## config.mk

```make
export PLATFORM = sky130hd
export DESIGN_NAME = sram_arbiter
export DESIGN_NICKNAME = d
export VERILOG_FILES = /design/src/rtl/sram_arbiter.sv
export SDC_FILE = /design/constraint.sdc
export NUM_CORES = 1
export LEC_CHECK = 0
export BUFFER_PORTS_ARGS = -buffer_cell sky130_fd_sc_hd__buf_2
export CAP_MARGIN = 30
export CELL_PAD_IN_SITES_DETAIL_PLACEMENT = 1
export CELL_PAD_IN_SITES_GLOBAL_PLACEMENT = 1
export CORE_ASPECT_RATIO = 0.9
export CORE_MARGIN = 2
export CORE_UTILIZATION = 32
export CTS_CLUSTER_DIAMETER = 80
export DETAILED_ROUTE_END_ITERATION = 12
export PLACE_DENSITY_LB_ADDON = 0.1
export SLEW_MARGIN = 40
export SYNTH_ARGS = -nofsm -noshare
export SYNTH_HDL_FRONTEND = slang
export SYNTH_SLANG_ARGS = --single-unit
```

## constraint.sdc

```tcl
create_clock -name CLK -period 2.5 [get_ports CLK]
set_clock_uncertainty 0.1 [all_clocks]
set_input_delay 0.125 -clock CLK [delete_from_list [all_inputs] [get_ports CLK]]
set_output_delay 0.125 -clock CLK [all_outputs]
set_load 0.005 [all_outputs]
```

## src/rtl/sram_arbiter.sv

```systemverilog
// Two-port round-robin arbiter in front of a single-port synchronous SRAM.
// Byte-strobed partial writes are turned into a read followed by a merged write.
module sram_arbiter #(
   parameter int DATAWIDTH = 32,
   parameter int ADDRWIDTH = 18
) (
   input  logic                     CLK,
   input  logic                     RST,
   input  logic                     p0_req_valid,
   output logic                     p0_req_ready,
   input  logic                     p0_req_we,
   input  logic [ADDRWIDTH-1:0]     p0_req_addr,
   input  logic [DATAWIDTH-1:0]     p0_req_wdata,
   input  logic [DATAWIDTH/8-1:0]   p0_req_wstrb,
   output logic                     p0_rsp_valid,
   output logic [DATAWIDTH-1:0]     p0_rsp_rdata,
   input  logic                     p1_req_valid,
   output logic                     p1_req_ready,
   input  logic                     p1_req_we,
   input  logic [ADDRWIDTH-1:0]     p1_req_addr,
   input  logic [DATAWIDTH-1:0]     p1_req_wdata,
   input  logic [DATAWIDTH/8-1:0]   p1_req_wstrb,
   output logic                     p1_rsp_valid,
   output logic [DATAWIDTH-1:0]     p1_rsp_rdata,
   output logic                     sram_CEN,
   output logic                     sram_WEN,
   output logic [ADDRWIDTH-1:0]     sram_A,
   output logic [DATAWIDTH-1:0]     sram_D,
   input  logic [DATAWIDTH-1:0]     sram_Q
);

   localparam int NB = DATAWIDTH / 8;

   typedef enum logic {ST_IDLE, ST_RMW} state_t;

   state_t                r_state;
   logic                  r_last;        // port granted most recently; 1 favours port 0
   logic                  r_pend_valid;
   logic                  r_pend_port;
   logic                  r_pend_read;
   logic                  r_rmw_port;
   logic [ADDRWIDTH-1:0]  r_rmw_addr;
   logic [DATAWIDTH-1:0]  r_rmw_wdata;
   logic [NB-1:0]         r_rmw_wstrb;

   logic                  w_idle;
   logic                  w_grant0;
   logic                  w_grant1;
   logic                  w_accept;
   logic                  w_sel;
   logic                  w_we;
   logic                  w_full;
   logic                  w_rsp;
   logic [ADDRWIDTH-1:0]  w_addr;
   logic [DATAWIDTH-1:0]  w_wdata;
   logic [NB-1:0]         w_wstrb;
   logic [DATAWIDTH-1:0]  w_merged;

   assign w_idle       = (r_state == ST_IDLE) && !RST;
   assign w_grant0     = p0_req_valid && (!p1_req_valid || r_last);
   assign w_grant1     = p1_req_valid && (!p0_req_valid || !r_last);
   assign p0_req_ready = w_idle && w_grant0;
   assign p1_req_ready = w_idle && w_grant1;
   assign w_accept     = p0_req_ready || p1_req_ready;
   assign w_sel        = p1_req_ready;

   assign w_we    = w_sel ? p1_req_we    : p0_req_we;
   assign w_addr  = w_sel ? p1_req_addr  : p0_req_addr;
   assign w_wdata = w_sel ? p1_req_wdata : p0_req_wdata;
   assign w_wstrb = w_sel ? p1_req_wstrb : p0_req_wstrb;
   assign w_full  = &w_wstrb;

   // Q still holds the word read in the accept cycle while in RMW
   generate
      for (genvar gi = 0; gi < NB; gi++) begin : g_merge
         assign w_merged[gi*8 +: 8] = r_rmw_wstrb[gi] ? r_rmw_wdata[gi*8 +: 8] : sram_Q[gi*8 +: 8];
      end
   endgenerate

   always_comb begin
      sram_CEN = 1'b1;
      sram_WEN = 1'b1;
      sram_A   = '0;
      sram_D   = '0;
      if (!RST) begin
         if (r_state == ST_RMW) begin
            sram_CEN = 1'b0;
            sram_WEN = 1'b0;
            sram_A   = r_rmw_addr;
            sram_D   = w_merged;
         end else if (w_accept) begin
            sram_CEN = 1'b0;
            sram_A   = w_addr;
            if (w_we && w_full) begin
               sram_WEN = 1'b0;
               sram_D   = w_wdata;
            end
         end
      end
   end

   assign w_rsp        = r_pend_valid && !RST;
   assign p0_rsp_valid = w_rsp && !r_pend_port;
   assign p1_rsp_valid = w_rsp && r_pend_port;
   assign p0_rsp_rdata = (p0_rsp_valid && r_pend_read) ? sram_Q : '0;
   assign p1_rsp_rdata = (p1_rsp_valid && r_pend_read) ? sram_Q : '0;

   always_ff @(posedge CLK) begin
      if (RST) begin
         r_state      <= ST_IDLE;
         r_last       <= 1'b1;
         r_pend_valid <= 1'b0;
         r_pend_port  <= 1'b0;
         r_pend_read  <= 1'b0;
         r_rmw_port   <= 1'b0;
         r_rmw_addr   <= '0;
         r_rmw_wdata  <= '0;
         r_rmw_wstrb  <= '0;
      end else begin
         r_pend_valid <= 1'b0;
         case (r_state)
            ST_IDLE: begin
               if (w_accept) begin
                  r_last <= w_sel;
                  if (w_we && !w_full) begin
                     r_rmw_port  <= w_sel;
                     r_rmw_addr  <= w_addr;
                     r_rmw_wdata <= w_wdata;
                     r_rmw_wstrb <= w_wstrb;
                     r_state     <= ST_RMW;
                  end else begin
                     r_pend_valid <= 1'b1;
                     r_pend_port  <= w_sel;
                     r_pend_read  <= !w_we;
                  end
               end
            end
            ST_RMW: begin
               r_pend_valid <= 1'b1;
               r_pend_port  <= r_rmw_port;
               r_pend_read  <= 1'b0;
               r_state      <= ST_IDLE;
            end
            default: r_state <= ST_IDLE;
         endcase
      end
   end

endmodule

```

==> run metrics <==
status=complete, no violations; leakage=0.00366 uW; layout cell share with drive strength beyond 1=0.350; gr ovfl total=0; final setup fails=0; initial antenna violation count=0; setup_tns=0 ns; io pins=266; hold endpoint=r_last; crit start category=flip-flop; EDFF count, synth=0; R2R depth=7; syn nets=about 810; Pre-antenna DRT Iters=4; core area=around 0.016 mm^2; Area Overhead vs Synth=34.8%; Die Y=between 100 and 150 um; Syn Area/Cell=around 8 um^2; vias per cell=around 5.3; Hold WS=slightly above 0.08 ns; crit-path max FO=19; placed cells=around 1100; Root Driver=clkbuf_16; fin util=0.437; final instance area=0.00698 mm^2; fill cell count=approximately 2000; peak supply drop=roughly 0.28 mV; CP required=around 2.3 ns; Vias=5815; clock latency on the worst-skew pair=~0.34 ns; kind of critical path=flip-flop to primary output; Detail Route Antenna Nets=0; final cell count without fillers=1099; commonest non-fill, non-tap cell in the layout=buf_2; pwr dens=between 400 and 500 mW/mm^2; gpl congestion=between 0.8 and 0.9; worst-margin pin slew=just under 0.6 ns; sequential-to-total area share from yosys stat=0.232; Max Clk Rate=423 MHz; first-pass GRT wire length=about 31000 um; n_diodes=0; Die ar.=about 0.017 mm^2; total track usage=0.218; DP HPWL=14500 um; number of synthesized register bits=60; H-tree levels=3; Worst-path clk slew=0.05 ns; DRC viols=0; CTS tree=built; Slew headroom=0.607; Routed wire per std cell=about 18 um; Routed WL=19300 um; worst r2r src=r_state; pin count of the biggest net entering global routing=just over 70; number of CTS-inserted buffers=9; Arr. time, crit path=2.14 ns; Top FF cell, synth=dfxtp_1; Worst Hold Path Cells=3; Async SR Flop Fraction=0; MaxCap Viol Count=0; final hold vios=0; RR Endpoint=r_rmw_wdata[27]; row count=between 40 and 50; Cell Area, Synth=~0.0052 mm^2; CP Capture Type=primary output; Yosys cell types=35; NumNets Final=about 1000; placed cell area=0.00661 mm^2; Mapped Cells=between 600 and 700; HP Class=input port to flip-flop; CTS Buffer Depth=2; hold wc startpoint=p0_req_valid; initial core utilization=0.325; PortBufs=roughly 270; Ys Warns=0; die width=between 100 and 150 um; vias in the first global route=slightly above 6000; Final min period=~2.4 ns; # hold bufs at CTS=0; Reg2Reg Setup Slack=0.32 ns; most frequent cells in the layout=buf_2, and3_1, mux2i_1; clk sinks=60; Tcrit/Tclk final=0.945; DR iter-0 viols=220; fin. max-slew vios=0
## cell type report
type,count,area [um^2],area share
clock inverter,5,75.1,0.0108
sequential,60,1200,0.172
tap,207,259,0.0371
inverter,7,31.3,0.00448
multi-input combinational,521,3610,0.517
timing repair buffer,288,1560,0.224
clock buffer,11,243,0.0348
## synthesized netlist by cell type (3+ instances only)
cell type,count,area [um^2]
a21o_1,3,22.5
dfxtp_1,60,1200
nand4_1,3,18.8
buf_1,7,26.3
buf_2,10,50.1
nor2_1,35,131
buf_12,5,100
o21ai_0,9,45.0
and3_1,118,738
o21ai_1,15,75.1
a21boi_0,54,405
nand2b_1,55,344
clkbuf_1,50,188
o21bai_1,54,405
a21oi_1,20,100
o22ai_1,32,200
inv_1,6,22.5
mux2i_1,86,861
nand2_1,21,78.8
## flip-flops by register name (all words and copies together) (netlist names)
name,count
r_last,1
r_pend_read,1
r_state,1
r_pend_valid,1
r_rmw_wstrb,4
r_rmw_wdata,32
r_rmw_port,1
r_pend_port,1
r_rmw_addr,18
## worst max path at each step
stage,from,endpoint,slack [ns]
floorplan,r_state,r_rmw_addr[10],0.79
global placement,r_state,sram_D[10],0.37
detailed placement,r_state,sram_D[19],0.16
CTS,r_last,sram_D[31],0.004
global route,r_last,sram_D[16],-0.008
finish,r_last,sram_D[19],0.14
## where the power goes
part / total [uW] / switching [uW] / internal, uW
clock network: 1340 / 443 / 893
registers: 1060 / 46.1 / 1010
logic: 736 / 399 / 338
## logic make-up (layout without fill, tap and decap cells)
kind of cell,after synthesis,after routing,synth area share
simple gates,238,238,0.260
compound gates,197,197,0.261
mux,86,86,0.166
buf+inv,81,311,0.0807
flops,60,60,0.232
## critical path, stage by stage, from the launching register on
cell	delay, ns
dfxtp_1	0.36
a211o_1	0.35
nor4_4	0.29
o21ai_4	0.22
buf_16	0.22
o22ai_1	0.20
buf_2	0.14
## per-layer routing
layer | share of wire | GRT usage | vias to the layer above
met2 | 0.51 | 0.397 | 147
met1 | 0.43 | 0.260 | 2812
met5 | 0 | 0 | -
met4 | 0.010 | 0.0480 | 0
met3 | 0.049 | 0.0527 | 16
li1 | - | - | 2840
## metrics by stage
stage                     setup WS [ns]  total power (uW)
after CTS                       0.00372              3170
after global placement            0.367              1780
after global routing           -0.00789              3300
after floorplan                   0.789              1530
final                             0.138              3130
after detailed placement          0.162              1800
## repair_timing
item / 4_1_cts / 5_1_grt
setup endpoints to repair: 21 / 30
gates resized for setup: 3 / 3
buffers inserted: 0 / 3
pin swaps: 0 / 0
Note: power is estimated with default switching activity, not from simulation.
